==> src/rtl/mem_arb_pkg.sv <==
// Shared types and default widths for the two-requester memory fill arbiter.
package mem_arb_pkg;

    typedef enum logic [1:0] {
        IDLE      = 2'd0,
        ISSUE     = 2'd1,
        WAIT_DATA = 2'd2
    } arb_state_e;

    localparam int unsigned DEF_ADDR_WIDTH      = 16;
    localparam int unsigned DEF_DATA_WIDTH      = 40;
    localparam int unsigned DEF_BLK_OFFSET_BITS = 4;
    localparam int unsigned DEF_BEATS_PER_REQ   = 8;
    localparam int unsigned BEAT_CNT_W          = $clog2(DEF_BEATS_PER_REQ);

endpackage

==> src/rtl/rr_arb2.sv <==
// Two-input round-robin picker: on contention the pointer decides, otherwise the lone requester wins.
module rr_arb2 (
    input  logic [1:0] i_req,
    input  logic       i_ptr,
    output logic       o_gnt,
    output logic       o_any
);

    always_comb begin
        o_any = |i_req;
        if (i_req == 2'b11) begin
            o_gnt = i_ptr;
        end else begin
            o_gnt = i_req[1];
        end
    end

endmodule

==> src/rtl/mem_req_arb.sv <==
// Shares one backing-memory port between the I-cache miss handler (req0) and the
// prefetch/data fill path (req1); one block request in flight, beats routed to the grantee.
module mem_req_arb
    import mem_arb_pkg::*;
#(
    parameter int unsigned ADDR_WIDTH      = DEF_ADDR_WIDTH,
    parameter int unsigned DATA_WIDTH      = DEF_DATA_WIDTH,
    parameter int unsigned BLK_OFFSET_BITS = DEF_BLK_OFFSET_BITS,
    parameter int unsigned BEATS_PER_REQ   = DEF_BEATS_PER_REQ
) (
    input  logic                  clk,
    input  logic                  arst_n,
    input  logic                  i_halt,
    input  logic [ADDR_WIDTH-1:0] i_req0_addr,
    input  logic                  i_req0_valid,
    output logic                  o_req0_ready,
    output logic [DATA_WIDTH-1:0] o_rsp0_data,
    output logic                  o_rsp0_valid,
    input  logic [ADDR_WIDTH-1:0] i_req1_addr,
    input  logic                  i_req1_valid,
    output logic                  o_req1_ready,
    output logic [DATA_WIDTH-1:0] o_rsp1_data,
    output logic                  o_rsp1_valid,
    output logic [ADDR_WIDTH-1:0] o_mem_addr,
    output logic                  o_mem_req_valid,
    input  logic                  i_mem_ready,
    input  logic [DATA_WIDTH-1:0] i_mem_data,
    input  logic                  i_mem_data_valid,
    output logic                  o_busy,
    output logic                  o_grant
);

    localparam int unsigned CNT_W = $clog2(BEATS_PER_REQ);
    localparam logic [CNT_W-1:0] LAST_BEAT = CNT_W'(BEATS_PER_REQ - 1);

    arb_state_e            state_q, state_d;
    logic [CNT_W-1:0]      beat_cnt_q, beat_cnt_d;
    logic                  rr_ptr_q, rr_ptr_d;
    logic                  grant_q, grant_d;
    logic [ADDR_WIDTH-1:0] addr_q, addr_d;

    logic                  pick_gnt;
    logic                  pick_any;
    logic [ADDR_WIDTH-1:0] pick_addr;
    logic [1:0]            req_rdy;
    logic [1:0]            rsp_vld;
    logic                  mem_req_vld;

    rr_arb2 u_rr_arb2 (
        .i_req (i_req1_valid ? {1'b1, i_req0_valid} : {1'b0, i_req0_valid}),
        .i_ptr (rr_ptr_q),
        .o_gnt (pick_gnt),
        .o_any (pick_any)
    );

    assign pick_addr = pick_gnt ? i_req1_addr : i_req0_addr;

    // Halt gates every transition and every valid/ready; o_busy still reflects the frozen state.
    always_comb begin
        state_d     = state_q;
        beat_cnt_d  = beat_cnt_q;
        rr_ptr_d    = rr_ptr_q;
        grant_d     = grant_q;
        addr_d      = addr_q;
        req_rdy     = '0;
        rsp_vld     = '0;
        mem_req_vld = 1'b0;

        if (!i_halt) begin
            unique case (state_q)
                IDLE: begin
                    if (pick_any) begin
                        req_rdy[pick_gnt] = 1'b1;
                        grant_d = pick_gnt;
                        addr_d  = {pick_addr[ADDR_WIDTH-1:BLK_OFFSET_BITS], {BLK_OFFSET_BITS{1'b0}}};
                        state_d = ISSUE;
                    end
                end
                ISSUE: begin
                    mem_req_vld = 1'b1;
                    if (i_mem_ready) begin
                        beat_cnt_d = '0;
                        state_d    = WAIT_DATA;
                    end
                end
                WAIT_DATA: begin
                    if (i_mem_data_valid) begin
                        rsp_vld[grant_q] = 1'b1;
                        beat_cnt_d = beat_cnt_q + CNT_W'(1);
                        if (beat_cnt_q == LAST_BEAT) begin
                            rr_ptr_d = ~grant_q;
                            state_d  = IDLE;
                        end
                    end
                end
                default: state_d = IDLE;
            endcase
        end
    end

    always_ff @(posedge clk or negedge arst_n) begin
        if (!arst_n) begin
            state_q    <= IDLE;
            beat_cnt_q <= '0;
            rr_ptr_q   <= 1'b0;
            grant_q    <= 1'b0;
            addr_q     <= '0;
        end else begin
            state_q    <= state_d;
            beat_cnt_q <= beat_cnt_d;
            rr_ptr_q   <= rr_ptr_d;
            grant_q    <= grant_d;
            addr_q     <= addr_d;
        end
    end

    assign o_req0_ready    = req_rdy[0];
    assign o_req1_ready    = req_rdy[1];
    assign o_rsp0_valid    = rsp_vld[0];
    assign o_rsp1_valid    = rsp_vld[1];
    assign o_rsp0_data     = i_mem_data;
    assign o_rsp1_data     = i_mem_data;
    assign o_mem_req_valid = mem_req_vld;
    assign o_mem_addr      = addr_q;
    assign o_busy          = (state_q != IDLE);
    assign o_grant         = grant_q;

endmodule

==> config.mk <==
export PLATFORM = sky130hd
export DESIGN_NAME = mem_req_arb
export DESIGN_NICKNAME = d
export VERILOG_FILES = /design/src/rtl/mem_arb_pkg.sv /design/src/rtl/rr_arb2.sv /design/src/rtl/mem_req_arb.sv
export SDC_FILE = /design/constraint.sdc
export NUM_CORES = 1
export LEC_CHECK = 0
export BUFFER_PORTS_ARGS = -buffer_cell sky130_fd_sc_hd__buf_4
export CAP_MARGIN = 15
export CORE_MARGIN = 2
export CORE_UTILIZATION = 38
export DETAILED_ROUTE_END_ITERATION = 16
export PLACE_DENSITY_LB_ADDON = 0.15
export SLEW_MARGIN = 5
export SYNTH_ARGS = -nofsm -noshare
export SYNTH_HDL_FRONTEND = slang
export SYNTH_HIERARCHICAL = 1
export SYNTH_SLANG_ARGS = --single-unit
export TNS_END_PERCENT = 1
==> constraint.sdc <==
create_clock -name clk -period 3.5 [get_ports clk]
set_input_delay 0.175 -clock clk [delete_from_list [all_inputs] [get_ports clk]]
set_output_delay 0.175 -clock clk [all_outputs]
set_load 0.005 [all_outputs]
Word level (Yosys, flattened, before mapping)
Index checks and enable logic that the tools add are counted.
{"block": "classes", "add_sub_neg": 1, "mul": 0, "div_mod_pow": 0, "magnitude_cmp": 4, "eq_ne": 8, "shifts": 0, "muxes": 23, "n_bitwise": 2, "n_reduce_logical": 10}
{"operator": "two-way mux 2 bit", "count": 11}
{"operator": "two-way mux 16 bit", "count": 1}
{"operator": "inequality test 2 bit, second input constant", "count": 4}
{"operator": "AND reduction 4 bit", "count": 2}
{"operator": "two-way mux 3 bit", "count": 2}
{"operator": "case mux 2 bit (3 select lines)", "count": 1}
{"operator": "case mux 3 bit (2 select lines)", "count": 1}
{"operator": "two-way mux 1 bit", "count": 5}
{"operator": "AND reduction 5 bit", "count": 1}
{"operator": "== test 2 bit, second input constant", "count": 2}
{"operator": "less-than comparator 1 x 2 -> 1 bit, second input constant", "count": 2}
{"operator": "nonzero test 2 bit", "count": 2}
{"operator": "adder 3 x 1 -> 3 bit, second input constant", "count": 1}
{"operator": "== test 3 bit, second input constant", "count": 1}
{"operator": "AND reduction 3 bit", "count": 1}
{"operator": "demux 1 bit (select 1 bit)", "count": 2}
{"operator": "== test 2 x 1 -> 1 bit, second input constant", "count": 1}
{"operator": ">= comparator 1 bit, second input constant", "count": 2}
{"operator": "logical AND 1 bit", "count": 2}
{"operator": "logical NOT 2 bit", "count": 1}
{"operator": "inverter 1 bit", "count": 2}
{"operator": "OR reduction 2 bit", "count": 1}
{"block": "totals", "ff_bits": 19, "latchBits": 0, "ram_bits": 0, "romBits": 0, "in_bits": 79, "output_inout_bits": 103, "wordCells": 53, "mem_count": 0}

Longest topological paths before layout
{"block": "logic_depth", "ltp_word": 10, "depth_mapped": 6, "mapped_depth_nobuf": 6}

Hierarchy
Netlist, hierarchy kept.
{"module": "mem_req_arb", "n_inst": 1, "cells_per_inst": 185, "area_each_um2": 1672.9, "seq_area_each_um2": 475.5}
{"module": "rr_arb2", "n_inst": 1, "cells_per_inst": 3, "area_each_um2": 17.5, "seq_area_each_um2": 0.0}

Worst setup path after synthesis
Ideal clock, no wire load.
{"block": "synth_timing", "kind": "reg-to-reg", "startpoint": "register state_q[0]", "endpoint": "register state_q[1]", "setup_time_ns": 0.125, "arrival_time_ns": 1.488, "required_ns": 3.375, "setup_slack_ns": 1.887, "stages_incl_launch_ff": 7, "path_buffers": 0, "synth_period_minus_slack_ns": 1.613, "path_cell_list": "dfrtp_1 inv_1 ha_1 nor2b_4 nor4_4 o21ai_2 mux2_4"}
{"block": "synth_via", "elab_chain_len": 3, "word_cells_on_any_way": 9, "classes_between": "6 x eq/ne; 1 x mux; 2 x reduce/logical"}
{"item": "start, declared", "line": "mem_req_arb.sv:36", "text": "arb_state_e state_q, state_d;"}
{"item": "start signal, assigned", "line": "mem_req_arb.sv:109", "text": "state_q <= state_d;"}
{"item": "== test 2 bit (tied with other cells)", "line": "mem_req_arb.sv:70", "text": "unique case (state_q)"}
{"item": "inequality test 2 bit (no line)"}
{"item": "AND reduction 5 bit (no line)"}
Several ways; a longest one is shown, not always the timed one.
A chain may end at the register's enable or synchronous reset.

Worst setup path in the final report
{"block": "layout_timing", "startpoint": "register rr_ptr_q", "endpoint": "output o_req1_ready"}
{"block": "layout_via", "elab_chain_len": 8, "word_cells_on_any_way": 9, "classes_between": "2 x order compare; 6 x mux; 1 x reduce/logical"}
{"item": "start, declared", "line": "mem_req_arb.sv:38", "text": "logic rr_ptr_q, rr_ptr_d;"}
{"item": "start signal, assigned", "line": "mem_req_arb.sv:111", "text": "rr_ptr_q <= rr_ptr_d;"}
{"item": "two-way mux 1 bit *", "line": "rr_arb2.sv:11", "text": "if (i_req == 2'b11) begin"}
{"item": "named net pick_gnt", "line": "mem_req_arb.sv:42", "text": "logic pick_gnt;"}
{"item": "less-than comparator 1 x 2 -> 1 bit (implied by the code) or >= comparator 1 bit (tied branches)", "line": "mem_req_arb.sv:73", "text": "req_rdy[pick_gnt] = 1'b1;"}
{"item": "logical AND 1 bit (implied by the code)", "line": "mem_req_arb.sv:73"}
{"item": "two-way mux 1 bit (implied by the code)", "line": "mem_req_arb.sv:73"}
{"item": "demux 1 bit (select 1 bit) *", "line": "mem_req_arb.sv:73"}
{"item": "two-way mux 2 bit *", "line": "mem_req_arb.sv:72", "text": "if (pick_any) begin"}
{"item": "two-way mux 2 bit *", "line": "mem_req_arb.sv:70"}
{"item": "two-way mux 2 bit *", "line": "mem_req_arb.sv:69", "text": "if (!i_halt) begin"}
{"item": "end, declared", "line": "mem_req_arb.sv:21", "text": "output logic o_req1_ready,"}
The timed path passes the listed nets; every way through them passes the cells marked *.

==> flow_summary.ini <==
[pwr]
pwr-share-seq_pct = 38.6
p_int_uw = 622
switchingPower_uw = 319
powerDensity_nw_per_um2 = 610
pwr-share-comb_pct = 45.1
ir_worst_vdd_v = 0.000225
sw_frac_of_total_pct = 33.9
clkPwrFrac_pct = 16.3
total_leakage_power_uw = 0.000825

[die]
die_w_um = 70.7
start_util_pct = 39.1
rows = 24
die_area_um2 = 5000
chipHeight_um = 70.7
core_um2 = 4320
io_pins = 182

[worst_setup_path]
path_max_fanout = 14
critPathLaunchType = flop
r2r-start = state_q[0]
ff2ff_setup_slack_ps = 1780
path_class = reg -> out
rr_worst_depth = 6
worstReg2RegEnd = state_q[1]
critPathRequiredTime_ps = 3320
setup.worst_path.end_class = primary output
cp.arrival_ps = 1860

[drt]
post_drt_via_cell_ratio = 4.62
drt_iter0_markers = 24
first_pass_iters = 3
drc = 0
ant_nets = 0
wl_per_cell_um = 14.5
wl_mm = 3.04
vias = 965

[synth]
yosys_register_bits = 19
syn_inst = 188
yosysSeqAreaShare_pct = 28.1
avgSynthCellArea_um2 = 8.99
synth_cell_types = 25
syn-cell-area_um2 = 1690
yosysWarnings = 6

[run_status]
run_status = finished clean

[finish]
drive_above_1_share_pct = 38.2
antenna_cells = 0
fin_nets = 244
finish.utilization_pct = 35.7
final_common_cell = buf_4
area_growth_pct = -8.66
layout_common_cells = buf_4 (49), dfrtp_1 (19), nand2_1 (14)

[placement]
portBuffers = 49
place_hpwl_mm = 2.40
place.gp.congestion = 0.748

[clocking]
cts_root_buf = clkbuf_8
clk_pin_slew_ps = 70
ctsHtreeMaxLevel = 1
clkSinkCount = 19
cts_made_buffers = 3
cts_buffer_depth = 2
cts_tree = yes
clock_latency_ps = 260

[sta]
fin_crit_ps = 2030
worst_slew_margin_rel_pct = 28.7
setup-violations-final = 0
clock.fmax_mhz = 492
setup_tns_ps = 0
final_max_slew_viol_count = 0
skew_ps = 4.25
report.final.hold_viol_count = 0
rsz0062_at_grt = no
worst_pin_slew_ps = 1060
min_period_over_period_pct = 58.0

[global_route]
grt_max_degree = 28
grt.total_usage_pct = 12.6
grt_pass1_vias = 1037
grt_pass1_wl_mm = 4.98
grt-ovfl-total = 0
antenna_found_initial = 0

[worst_hold_path]
hold_start = i_req0_addr[5]
hp-class = in -> reg
min_delay_path_depth = 3
worst_hold_path.endpoint = o_mem_addr[5]

[job]
maxCapViolCount = 0
## final cells by class
class	instances	area, um2
Clock buffer	3	41.3
Timing Repair Buffer	50	378
Inverter	9	33.8
Sequential cell	19	475
Tap cell	52	65.1
Fill cell	455	2780
Multi-Input combinational cell	75	546
Clock inverter	1	5.00
## layer usage
metal / track usage [%] / wire length (um)
met1: 12.7 / 1030
met4: 9.01 / 165
met5: 0 / 0
met3: 5.41 / 440
met2: 20.7 / 1400
## per-stage QoR
| stage | worst slack (ps) | power, uW | instance area [um2] | hold WS, ps | std cells |
|---|---|---|---|---|---|
| finish | 1470 | 941 | 1540 | 190 | 209 |
| global route | 1240 | 1040 | 1540 | 184 | 209 |
| CTS | 1400 | 966 | 1540 | 190 | 209 |
| detailed placement | 1700 | 804 | 1490 | 66.9 | 204 |
| global placement | 1740 | 794 | 1490 | 68.7 | 204 |
| floorplan | 1890 | 669 | 1700 | -121 | 191 |
## worst max-delay path, stage by stage (launching register included)
cell and delay, ps:
dfrtp_1 350, inv_1 50, a21boi_2 790, inv_1 90
nor2_1 170, buf_4 150
## what timing repair did
item                                    CTS  global route
setup buffers                             0             0
endpoints found under the setup margin    0             0
hold buffers                              1             0
endpoints found under the hold margin    19             0
resized for setup                         0             0
## power groups by stage
| stage | Sequential, uW | Combinational (uW) | Clock, uW |
|---|---|---|---|
| 2_1_floorplan | 368 | 301 | 0 |
| 3_3_place_gp | 367 | 427 | 0 |
| 3_5_place_dp | 369 | 434 | 0 |
| 4_1_cts | 366 | 439 | 161 |
| 5_1_grt | 379 | 483 | 180 |
| 6_report | 364 | 424 | 153 |
## state kept, by name (all words and copies together) (netlist names)
register and count:
rr_ptr_q 1, state_q 2, o_mem_addr 12, o_grant 1, beat_cnt_q 3
## cell usage after synthesis
cell type	n	area, um2
nor2b_1	3	18.8
nand2_1	14	52.6
mux2_4	1	15.0
nand3b_2	1	11.3
ha_1	7	87.6
nor4b_4	1	23.8
or2_1	1	6.26
o21ai_1	4	20.0
nor2b_4	1	13.8
o21ai_0	11	55.1
a21boi_1	1	7.51
nor2_1	3	11.3
buf_2	4	20.0
buf_4	84	631
a21oi_1	2	10.0
nand3_1	3	15.0
conb_1	1	3.75
and2_1	1	6.26
nor4_4	1	21.3
dfrtp_1	19	475
a21o_1	1	7.51
mux2i_1	13	130
o21ai_2	1	8.76
nor3_1	1	5.00
inv_1	9	33.8
## cells by family (layout without fill, tap and decap cells)
kind of cell	after synthesis	in the layout	share of synthesized area, %
compound gates	20	20	6.44
mux	14	14	8.59
flops	19	19	28.1
buf+inv	97	63	40.5
simple gates	30	30	11.0
fa+ha+maj	7	7	5.18
other cells	1	4	0.222
## worst max path at each step
stage          startpoint            to  slack, ps  cells past startpoint
6_report         rr_ptr_q  o_req1_ready       1470                      5
5_1_grt        state_q[0]  o_req1_ready       1240                      5
4_1_cts          rr_ptr_q  o_req1_ready       1400                      5
3_5_place_dp     rr_ptr_q  o_req1_ready       1700                      5
3_3_place_gp     rr_ptr_q  o_req1_ready       1740                      5
2_1_floorplan  state_q[0]    state_q[1]       1890                      6
Note: power is estimated with default switching activity, not from simulation.
